## config.mk

```make
export PLATFORM = sky130hd
export DESIGN_NAME = cv32e40p_rf_recovery_ctrl
export DESIGN_NICKNAME = d
export VERILOG_FILES = /design/src/rtl/cv32e40p_rf_recovery_ctrl.sv
export SDC_FILE = /design/constraint.sdc
export NUM_CORES = 1
export LEC_CHECK = 0
export BUFFER_PORTS_ARGS = -buffer_cell sky130_fd_sc_hd__buf_4
export CORE_ASPECT_RATIO = 0.7
export CORE_MARGIN = 8
export CORE_UTILIZATION = 42
export DETAILED_ROUTE_END_ITERATION = 8
export PLACE_DENSITY = 0.95
export SLEW_MARGIN = 20
export SYNTH_ARGS = -nofsm -noshare
export SYNTH_HDL_FRONTEND = slang
export SYNTH_SLANG_ARGS = --single-unit
export TNS_END_PERCENT = 50
```

## constraint.sdc

```tcl
create_clock -name clk_i -period 2.95 [get_ports clk_i]
set_input_delay 0.295 -clock clk_i [delete_from_list [all_inputs] [get_ports clk_i]]
set_output_delay 0.295 -clock clk_i [all_outputs]
set_load 0.005 [all_outputs]
```

## src/rtl/cv32e40p_rf_recovery_ctrl.sv

```systemverilog
// Register-file rollback sequencer: holds the core in setback, then streams the
// checkpointed register file from the shadow store into the core RF two registers per cycle.
module cv32e40p_rf_recovery_ctrl #(
    parameter int NUM_REGS       = 32,
    parameter int SETBACK_CYCLES = 2
) (
    input  logic        clk_i,
    input  logic        rst_ni,
    input  logic        start_i,
    output logic        busy_o,
    output logic        done_o,
    output logic [7:0]  recovery_count_o,
    output logic        shadow_update_en_o,
    output logic        setback_o,
    output logic        recover_o,
    output logic        shadow_re_o,
    output logic [5:0]  shadow_raddr_a_o,
    output logic [5:0]  shadow_raddr_b_o,
    input  logic [31:0] shadow_rdata_a_i,
    input  logic [31:0] shadow_rdata_b_i,
    output logic        regfile_we_a_o,
    output logic [5:0]  regfile_waddr_a_o,
    output logic [31:0] regfile_wdata_a_o,
    output logic        regfile_we_b_o,
    output logic [5:0]  regfile_waddr_b_o,
    output logic [31:0] regfile_wdata_b_o
);

    localparam int SBW = (SETBACK_CYCLES > 1) ? $clog2(SETBACK_CYCLES) : 1;
    localparam logic [SBW-1:0] SB_LAST  = SBW'(SETBACK_CYCLES - 1);
    localparam logic [4:0]     IDX_LAST = 5'(NUM_REGS / 2 - 1);

    typedef enum logic [2:0] {
        IDLE,
        SETBACK,
        RESTORE,
        DRAIN,
        DONE
    } state_t;

    state_t         r_state;
    logic [SBW-1:0] r_sb_cnt;
    logic [4:0]     r_idx;
    logic [5:0]     r_raddr;
    logic [5:0]     r_waddr;
    logic           r_re;
    logic           r_we;
    logic           r_busy;
    logic           r_done;
    logic           r_setback;
    logic           r_recover;
    logic [7:0]     r_cnt;

    always_ff @(posedge clk_i) begin
        if (!rst_ni) begin
            r_state   <= IDLE;
            r_sb_cnt  <= '0;
            r_idx     <= '0;
            r_raddr   <= '0;
            r_waddr   <= '0;
            r_re      <= 1'b0;
            r_we      <= 1'b0;
            r_busy    <= 1'b0;
            r_done    <= 1'b0;
            r_setback <= 1'b0;
            r_recover <= 1'b0;
            r_cnt     <= '0;
        end else begin
            // Write stage trails the read stage by exactly one cycle
            r_we <= r_re;
            if (r_re) begin
                r_waddr <= r_raddr;
            end
            case (r_state)
                IDLE: begin
                    if (start_i) begin
                        r_state   <= SETBACK;
                        r_busy    <= 1'b1;
                        r_setback <= 1'b1;
                        r_recover <= 1'b1;
                        r_sb_cnt  <= SB_LAST;
                    end
                end
                SETBACK: begin
                    if (r_sb_cnt == '0) begin
                        r_state   <= RESTORE;
                        r_setback <= 1'b0;
                        r_re      <= 1'b1;
                        r_raddr   <= '0;
                        r_idx     <= '0;
                    end else begin
                        r_sb_cnt <= r_sb_cnt - SBW'(1);
                    end
                end
                RESTORE: begin
                    if (r_idx == IDX_LAST) begin
                        r_state <= DRAIN;
                        r_re    <= 1'b0;
                    end else begin
                        r_idx   <= r_idx + 5'd1;
                        r_raddr <= r_raddr + 6'd2;
                    end
                end
                DRAIN: begin
                    r_state   <= DONE;
                    r_recover <= 1'b0;
                    r_done    <= 1'b1;
                    if (r_cnt != 8'hFF) begin
                        r_cnt <= r_cnt + 8'd1;
                    end
                end
                DONE: begin
                    r_state <= IDLE;
                    r_done  <= 1'b0;
                    r_busy  <= 1'b0;
                end
                default: r_state <= IDLE;
            endcase
        end
    end

    assign busy_o             = r_busy;
    assign done_o             = r_done;
    assign recovery_count_o   = r_cnt;
    assign shadow_update_en_o = ~r_busy;
    assign setback_o          = r_setback;
    assign recover_o          = r_recover;
    assign shadow_re_o        = r_re;

    // Addresses and data are forced to zero whenever their enable is low
    assign shadow_raddr_a_o  = r_re ? r_raddr : 6'd0;
    assign shadow_raddr_b_o  = r_re ? {r_raddr[5:1], 1'b1} : 6'd0;
    assign regfile_we_a_o    = r_we;
    assign regfile_we_b_o    = r_we;
    assign regfile_waddr_a_o = r_we ? r_waddr : 6'd0;
    assign regfile_waddr_b_o = r_we ? {r_waddr[5:1], 1'b1} : 6'd0;
    assign regfile_wdata_a_o = r_we ? shadow_rdata_a_i : 32'd0;
    assign regfile_wdata_b_o = r_we ? shadow_rdata_b_i : 32'd0;

endmodule
```

==> impl_metrics.py <==
metrics = {
    "grt": {
        "grt_pass1_vias": 2268,
        "grt_overflow": 0,
        "grt_start_max_net_pins": 39,
        "grt_pass1_wl_mm": 11.8,
        "antenna_found_initial": 0,
        "grtUsageTotal_pct": 19.8,
    },
    "flow_run": {
        "maxCapViolations": 0,
    },
    "sta": {
        "slew_violations": 0,
        "slew_headroom_pct": 43.8,
        "finalSetupViolCount": 0,
        "fin_tns_setup_ns": 0,
        "period_share_pct": 69.3,
        "final-hold-violation-count": 0,
        "setup_slack_ns": 0.905,
        "skew_ns": 0.0109,
        "period_needed_ns": 2.05,
        "max_freq_ghz": 0.489,
        "rsz0062_at_grt": "no",
        "worst_pin_slew_ns": 0.841,
    },
    "floorplan": {
        "fp.coreArea_um2": 4780,
        "die_h_um": 75.1,
        "die_w_um": 100,
        "num_rows": 21,
        "ios": 171,
        "dieArea_um2": 7550,
        "initial_core_util_pct": 43.9,
    },
    "worst_setup_path": {
        "arrival_ns": 2.17,
        "crit_fanout": 10,
        "cp.depth": 7,
        "reg2reg_from": "r_idx[0]",
        "crit_buf_inv": 0,
        "cp-start-kind": "register",
        "worst-r2r-setup-slack_ns": 0.90,
        "crit_chain": "ha_1 > and3_1 > ha_1 > nor4b_4 > a31oi_2 > a31oi_1 > a211oi_1",
        "max_stage_delay_ns": 0.39,
        "slowest_stage": "nor4b_4",
        "crit_family": "simple AND/OR/NAND/NOR gates",
        "rr_endpoint": "r_idx[2]",
        "ff2ff_path_depth": 7,
        "cp.required_ns": 3.08,
        "endpoint_kind": "register",
        "critPathKind": "register to register",
        "startpoint": "r_idx[0]",
        "crit_top_cell": "ha_1",
        "critPathCapture": "r_idx[2]",
    },
    "cells_and_area": {
        "utilization_pct": 70.6,
        "fillerInstances": 402,
        "drive_gt1_share_pct": 43.5,
        "area_delta_synth_final_pct": 60.9,
        "nNetsFinal": 492,
        "antennaDiodeCount": 0,
    },
    "clock_tree": {
        "clock_latency_ns": 0.29,
        "cts_tree": "yes",
        "ctsResizeCount": 0,
        "holdBufCountCts": 0,
        "clockRootBuffer": "clkbuf_8",
        "clk_pin_slew_ns": 0.07,
        "clkSinkCount": 33,
        "htree_levels": 2,
        "cts.path.max_buffers": 2,
        "post_cts_buffers": 0,
        "numCtsBuffers": 5,
    },
    "route": {
        "first_iter_violations": 173,
        "drt-wirelength-per-cell_um": 17.0,
        "wirelength_mm": 8.32,
        "drt_pass1_iterations": 4,
        "drcViolationCount": 0,
        "vias_per_cell": 4.82,
        "antenna_left": 0,
        "num_vias": 2361,
    },
    "synthesis": {
        "synth_top_area_share_pct": 31.5,
        "ys_ff_latch": 33,
        "synth_cell_types": 39,
        "synthMuxAreaShare_pct": 0.955,
        "synth_top_family_by_area": "simple AND/OR/NAND/NOR gates",
        "synth_compound_area_share_pct": 14.0,
        "ys_top_cells_by_area": "dfxtp_1, and2_1, a21oi_1",
        "yosysSeqAreaShare_pct": 31.5,
        "synth_area_um2": 2100,
        "syn_inst": 273,
        "synth-adder-area-share_pct": 2.98,
        "synthSimpleGateAreaFrac_pct": 39.6,
        "synth-xor-area-share_pct": 0.835,
        "yosysTopAreaCell": "dfxtp_1",
        "yosysWarnings": 0,
        "postSynthAreaPerCell_um2": 7.68,
    },
    "power_and_ir_drop": {
        "powerDensity_nw_per_um2": 311,
        "vdd_drop_max_mv": 0.229,
        "leakage_nw": 1.68,
    },
    "place": {
        "place_hpwl_mm": 6.95,
        "gp_congestion": 0.937,
        "place_ws_ns": 0.920,
        "port_buffers": 168,
    },
    "min_path": {
        "hold_path_class": "input pin to register",
    },
    "outcome": {
        "status": "finished, final reports clean",
    },
}
==> placed cells by master (no fill, tap or decap), types with 4 or more instances in the layout <==
master and instances:
a21oi_1 24, inv_1 8, nand3_1 5, a31oi_1 6, clkbuf_8 5, o21ai_1 7, a211oi_1 4, ha_1 5
nand2_1 13, buf_4 168, dfxtp_1 33, nor2_1 27, and2_1 75
==> through the flow <==
step	power [mW]	hold slack, ns	std cells	cell area (µm²)
after global placement	0.731	0.443	482	3290
after floorplan	0.596	0.421	274	2100
after CTS	1.06	0.299	490	3370
after detailed placement	0.738	0.448	482	3290
after global routing	1.11	0.301	490	3370
final	1.05	0.307	490	3370
==> worst min-delay path by stage <==
| stage | start | cells after the start | end |
|---|---|---|---|
| global route | rst_ni | 2 | recovery_count_o[7] |
| CTS | rst_ni | 2 | recovery_count_o[7] |
| global placement | r_idx[3] | 1 | r_idx[3] |
| detailed placement | r_raddr[5] | 1 | r_raddr[5] |
| floorplan | r_raddr[5] | 1 | r_raddr[5] |
| finish | rst_ni | 2 | recovery_count_o[7] |
==> flip-flops by register name, summed over array words and instances (netlist names) <==
register / count
busy_o: 1
regfile_we_a_o: 1
r_waddr: 5
done_o: 1
r_state: 3
recover_o: 1
r_idx: 5
r_raddr: 5
setback_o: 1
recovery_count_o: 8
r_sb_cnt: 1
shadow_re_o: 1
==> cell families (layout without fill, tap and decap cells) <==
logic type	count (synthesis)	in the layout
compound gates	50	50
xor+xnor	2	2
fa+ha+maj	5	5
buf+inv	39	186
flops	33	33
mux	2	2
other cells	1	2
simple gates	141	141
==> Yosys cell counts <==
| cell type | n |
|---|---|
| a211oi_1 | 4 |
| a21oi_1 | 24 |
| a22oi_1 | 1 |
| a31oi_1 | 6 |
| a31oi_2 | 1 |
| and2_1 | 75 |
| and3_1 | 2 |
| and3b_2 | 1 |
| buf_1 | 1 |
| buf_2 | 3 |
| buf_4 | 16 |
| clkbuf_1 | 10 |
| conb_1 | 1 |
| dfxtp_1 | 33 |
| ha_1 | 5 |
| inv_1 | 8 |
| inv_2 | 1 |
| mux2i_1 | 2 |
| nand2_1 | 13 |
| nand2b_1 | 3 |
| nand2b_4 | 1 |
| nand3_1 | 5 |
| nand4_1 | 3 |
| nand4_4 | 1 |
| nor2_1 | 27 |
| nor3_1 | 2 |
| nor4_1 | 1 |
| nor4_2 | 1 |
| nor4b_4 | 1 |
| o211ai_1 | 1 |
| o21a_1 | 1 |
| o21ai_0 | 2 |
| o21ai_1 | 7 |
| o311a_1 | 1 |
| o31ai_1 | 2 |
| or3_1 | 2 |
| or4_1 | 2 |
| or4b_1 | 1 |
| xor2_1 | 2 |
==> per-layer routing <==
metal	vias to the layer above	GRT usage (%)	share of wire, %
li1	1186	-	-
met1	1087	21.6	39
met2	81	37.8	54
met3	7	4.62	5.7
met4	0	5.50	1.1
met5	-	0	0
==> power by group <==
group / internal [mW] / switching [mW] / leakage [nW]
sequential: 0.460 / 0.0315 / 0.268
clock: 0.163 / 0.160 / 0.0450
combinational: 0.142 / 0.0940 / 1.37
total: 0.765 / 0.285 / 1.68
==> final cells by class <==
cell class / count / area, µm² / share of cell area (%)
inverters: 9 / 33.8 / 1.00
clock buffers: 6 / 72.6 / 2.15
multi-input cells: 202 / 1230 / 36.4
flip-flops and latches: 33 / 661 / 19.6
repair buffers: 169 / 1280 / 38.0
clock inverters: 2 / 10.0 / 0.297
well taps: 69 / 86.3 / 2.56
==> worst reg2reg max path, cell delays in order (launching register included) <==
cell	delay, ns
dfxtp_1	0.33
ha_1	0.23
and3_1	0.20
ha_1	0.23
nor4b_4	0.39
a31oi_2	0.19
a31oi_1	0.23
a211oi_1	0.09
(Power assumes the default switching activity.)
